<file path="config.mk">
export PLATFORM = sky130hd
export DESIGN_NAME = aether_pifo
export DESIGN_NICKNAME = d
export VERILOG_FILES = /design/src/rtl/aether_pifo.sv
export SDC_FILE = /design/constraint.sdc
export NUM_CORES = 1
export LEC_CHECK = 0
export ABC_AREA = 1
export BUFFER_PORTS_ARGS = -buffer_cell sky130_fd_sc_hd__buf_2
export CAP_MARGIN = 20
export CORE_ASPECT_RATIO = 1.2
export CORE_MARGIN = 4
export CORE_UTILIZATION = 55
export CTS_BUF_LIST = sky130_fd_sc_hd__clkbuf_4
export DETAILED_ROUTE_END_ITERATION = 12
export HOLD_SLACK_MARGIN = 0.12
export PLACE_DENSITY = 0.82
export SLEW_MARGIN = 0
export SYNTH_ARGS = -nofsm -noshare
export SYNTH_HDL_FRONTEND = slang
export SYNTH_SLANG_ARGS = --single-unit
</file>
<file path="constraint.sdc">
create_clock -name i_clk -period 3.9 [get_ports i_clk]
set_input_delay 0.195 -clock i_clk [delete_from_list [all_inputs] [get_ports i_clk]]
set_output_delay 0.195 -clock i_clk [all_outputs]
set_load 0.005 [all_outputs]
</file>
<file path="src/rtl/aether_pifo.sv">
// aether_pifo: push-in first-out priority queue built as a sorted shift array.
// Slot 0 always holds the smallest priority; equal priorities keep arrival order.
// One push and/or one pop is handled on every rising clock edge.
module aether_pifo #(
  parameter int PTW   = 16,
  parameter int MTW   = 32,
  parameter int LEVEL = 3
) (
  input  logic               i_clk,
  input  logic               i_rst,
  input  logic               i_push,
  input  logic               i_pop,
  input  logic [MTW+PTW-1:0] i_data,
  output logic [MTW+PTW-1:0] o_data,
  output logic               o_ready
);

  localparam int N  = 2 ** LEVEL;
  localparam int DW = MTW + PTW;
  localparam int CW = LEVEL + 1;

  logic [DW-1:0] slot_q [N];
  logic [DW-1:0] slot_d [N];
  logic [DW-1:0] base_s [N];
  logic [CW-1:0] count_q, count_d, base_cnt_s;
  logic [DW-1:0] data_q, data_d;
  logic [N-1:0]  le_s;
  logic          do_pop_s, do_push_s;

  // Next-state: remove the head on a pop, then insert the new entry after the last slot with priority <= its own.
  always_comb begin
    do_pop_s  = i_pop && (count_q != CW'(0));
    do_push_s = i_push && ((count_q < CW'(N)) || do_pop_s);

    for (int k = 0; k < N - 1; k++) begin
      base_s[k] = do_pop_s ? slot_q[k+1] : slot_q[k];
    end
    base_s[N-1] = do_pop_s ? {DW{1'b0}} : slot_q[N-1];
    base_cnt_s  = do_pop_s ? (count_q - CW'(1)) : count_q;

    // Because the array is sorted, le_s is a prefix mask of slots staying ahead of the new entry.
    for (int k = 0; k < N; k++) begin
      le_s[k] = (CW'(k) < base_cnt_s) && (base_s[k][PTW-1:0] <= i_data[PTW-1:0]);
    end

    if (do_push_s) begin
      slot_d[0] = le_s[0] ? base_s[0] : i_data;
      for (int k = 1; k < N; k++) begin
        if (le_s[k]) begin
          slot_d[k] = base_s[k];
        end else if (le_s[k-1]) begin
          slot_d[k] = i_data;
        end else begin
          slot_d[k] = base_s[k-1];
        end
      end
      count_d = base_cnt_s + CW'(1);
    end else begin
      for (int k = 0; k < N; k++) begin
        slot_d[k] = base_s[k];
      end
      count_d = base_cnt_s;
    end

    data_d = do_pop_s ? slot_q[0] : data_q;
  end

  // State registers with synchronous reset that discards every entry.
  always_ff @(posedge i_clk) begin
    if (i_rst) begin
      for (int k = 0; k < N; k++) begin
        slot_q[k] <= {DW{1'b0}};
      end
      count_q <= {CW{1'b0}};
      data_q  <= {DW{1'b0}};
    end else begin
      for (int k = 0; k < N; k++) begin
        slot_q[k] <= slot_d[k];
      end
      count_q <= count_d;
      data_q  <= data_d;
    end
  end

  assign o_data  = data_q;
  assign o_ready = !i_rst && (count_q < CW'(N));

endmodule

</file>
==> results.json <==
{
  "grt_pass1_wl_mm": 133,
  "intPower_mw": 15.1,
  "placed_area_sq_um": 28200,
  "worstSetupEndpoint": "slot_q[0][15]$_SDFF_PP0_",
  "drt-total-wl_mm": 84.7,
  "fp.coreArea_sq_um": 49100,
  "timing.rr.start": "count_q[0]$_SDFF_PP0_",
  "synth-edff-count": 0,
  "topRoutingLayerUsed": "met4",
  "cts_made_buffers": 117,
  "boundaryPins": 101,
  "drv_cap": 0,
  "wl_met2_mm": 40.2,
  "hold_viol": 0,
  "yosys.area.top_type": "dfxtp_1",
  "startpoint": "count_q[0]$_SDFF_PP0_",
  "die_h_um": 252,
  "worst_pin_slew_ns": 0.834,
  "dp_hpwl_mm": 51.1,
  "drc": 0,
  "ant_nets": 0,
  "reg2reg_to": "slot_q[0][15]$_SDFF_PP0_",
  "rows": 89,
  "yosys_warnings": 0,
  "path_class": "reg2reg",
  "ir_drop_mv": 0.910,
  "drv_slew": 0,
  "power.switching_mw": 16.7,
  "wl_met1_mm": 33.3,
  "r2r_setup_slack_ns": 0.19,
  "synthTopCellsByArea": "dfxtp_1, nand2_1, nor2_1, nand3_1, o21ai_0",
  "hp-class": "in2reg",
  "io_buffers": 100,
  "dr_wl_met3_mm": 7.05,
  "dp_slack_ns": 0.229,
  "gp_congestion": 0.887,
  "cp_slowest_cell": "dlygate4sd3_1",
  "cp_slowest_stage_delay_ns": 0.55,
  "area_delta_synth_final_pct": 12.7,
  "pwr-share-comb": 0.646,
  "synth-seq-area-share": 0.321,
  "grt_max_degree": 175,
  "syn-num-nets": 4769,
  "maxSlewHeadroom": 0.444,
  "die_w_um": 211,
  "yosys-top-cells-count": "nand2_1, nor2_1, dfxtp_1, nand3_1, o21ai_0",
  "postLayoutCoreUtil": 0.625,
  "clk_latency_ns": 0.93,
  "start_util": 0.554,
  "path_cells": "inv_1 > ha_1 > nand3_2 > nand2_8 > clkinv_16 > buf_12 > nand2_1 > nand2_1 > ha_1 > nand2_1 > inv_1 > nand2_1 > nand2_1 > nand2_1 > nand2_1 > nand2_1 > nand2_1 > nand2_1 > nand2_4 > nand2_2 > buf_6 > o21ai_1 > nor2_1 > dlygate4sd3_1",
  "setup_viol": 0,
  "fin_crit_sh": 0.951,
  "critPathTopFamily": "simple AND/OR/NAND/NOR gates",
  "critPathMaxFanout": 46,
  "cts_max_level": 3,
  "finalWorstSetupSlack_ns": 0.191,
  "clock_path_buffers": 3,
  "synthFlopType": "dfxtp_1",
  "path_clk_slew_ns": 0.07,
  "synthesis.area_sq_um": 27200,
  "cp-end-kind": "flop",
  "hold_ws_ns": 0.182,
  "routedWlPerCell_um": 15.7,
  "async_flop_share": 0,
  "grt_pass1_vias": 27600,
  "yosysMostFrequentCell": "nand2_1",
  "status": "finished clean",
  "r2r_cells": 24,
  "drtIter0Drc": 3220,
  "cp-start-kind": "flop",
  "fin_nets": 4850,
  "synth.avg_cell_area_sq_um": 5.94,
  "firstDrtPassIters": 6,
  "p_clk_frac": 0.134,
  "layout-drive-gt1-share": 0.0966,
  "powerDensity_nw_per_um2": 1040,
  "synth_seq_cells": 436,
  "dieArea_sq_um": 53100,
  "cp.buffers_inverters": 6,
  "synth_top_area_share": 0.321,
  "root_buffer": "clkbuf_4",
  "cts_sinks": 436,
  "swShare": 0.525,
  "worstPathArrival_ns": 4.59,
  "fmax_mhz": 270,
  "post-route-min-period_ns": 3.71,
  "routed-via-count": 30000,
  "power.static_leakage_nw": 15.0,
  "antenna_found_initial": 3,
  "viasPerCell": 5.57,
  "cpMostUsedCell": "nand2_1",
  "final_area_sq_um": 30700,
  "num-fill-cells": 4549,
  "cts_tree": "yes",
  "synth_cells": 4586,
  "grt-ovfl-total": 0,
  "cp_data_required_time_ns": 4.78,
  "power_frac_seq": 0.220,
  "grt_usage": 0.297,
  "skew_ns": 0.0781,
  "critical_path_depth": 24,
  "yosysUniqueCellTypes": 32
}
==> layout make-up <==
cell class                      count  area, sq um  share of cell area
Sequential cell                   436         8730               0.284
Multi-Input combinational cell   3607        16300               0.530
Tap cell                          637          797              0.0260
Antenna cell                        2         5.00            0.000163
Clock inverter                     20          146             0.00477
Inverter                          242          945              0.0308
Timing Repair Buffer              263         2430              0.0792
Clock buffer                      183         1370              0.0448
==> layer usage <==
layer | up-vias | global-route usage
li1 | 14700 | -
met1 | 13600 | 0.355
met2 | 1361 | 0.512
met3 | 311 | 0.0469
met4 | 0 | 0.157
met5 | - | 0
==> power by group through the flow <==
| stage | clock network [mW] | logic (mW) | registers, mW |
|---|---|---|---|
| floorplan | 0 | 14.4 | 6.84 |
| global placement | 0 | 19.1 | 7.03 |
| detailed placement | 0 | 19.4 | 7.05 |
| CTS | 4.32 | 19.6 | 6.97 |
| global route | 4.56 | 22.9 | 7.14 |
| finish | 4.27 | 20.6 | 7.01 |
==> flip-flops by register name, summed over array words and instances, names as in the netlist <==
register	count
count_q	4
o_data	48
slot_q	384
==> stage by stage <==
stage,std cells,total power [mW],setup TNS (ns)
after floorplan,4586,21.2,0
after global placement,5107,26.1,0
after detailed placement,5107,26.5,0
after CTS,5380,30.9,0
after global routing,5390,34.6,-0.00252
final,5390,31.8,0
==> worst min-delay path, cell delays in order <==
cell	delay [ns]
dlygate4sd3_1	0.52
buf_2	0.17
inv_1	0.08
a21oi_1	0.06
==> cell usage in the layout, fill, tap and decap left out, drive strengths merged <==
cell and instances:
a21o 7, a21oi 91, buf 188, bufinv 2, clkbuf 188, clkinv 31
clkinvlp 1, dfxtp 436, diode 2, dlygate4sd3 70, ha 131, inv 228
nand2 1521, nand3 417, nand4 8, nor2 950, nor3 10, o211ai 1
o21a 1, o21ai 430, or2 39, xor2 1
==> timing repair <==
item | CTS | global route
endpoints found under the hold margin | 416 | 0
gates resized for setup | 0 | 23
setup endpoints to repair | 0 | 105
setup buffers | 0 | 2
hold buffers | 70 | 0
==> kinds of logic after synthesis <==
| group | Yosys count | share of synthesized area |
|---|---|---|
| and+or+nand+nor | 2945 | 0.433 |
| buffers and inverters | 543 | 0.0859 |
| AOI/OAI and AO/OA | 530 | 0.100 |
| DFF | 436 | 0.321 |
| adders and majority gates | 131 | 0.0602 |
| xor gates and xnor gates | 1 | 0.000322 |
==> worst min path at each step <==
| stage | from | to | slack [ns] | cells after the start |
|---|---|---|---|---|
| 2_1_floorplan | i_rst | count_q[2]$_SDFF_PP0_ | 0.27 | 1 |
| 6_report | i_data[40] | slot_q[0][40]$_SDFF_PP0_ | 0.18 | 4 |
| 4_1_cts | i_data[7] | slot_q[0][7]$_SDFF_PP0_ | 0.12 | 4 |
| 5_1_grt | i_data[7] | slot_q[0][7]$_SDFF_PP0_ | 0.17 | 4 |
| 3_3_place_gp | o_data[12]$_SDFFE_PP0P_ | o_data[12]$_SDFFE_PP0P_ | 0.46 | 2 |
| 3_5_place_dp | i_data[5] | slot_q[0][5]$_SDFF_PP0_ | 0.46 | 3 |
No activity file was read; power rests on OpenSTA's default activity.
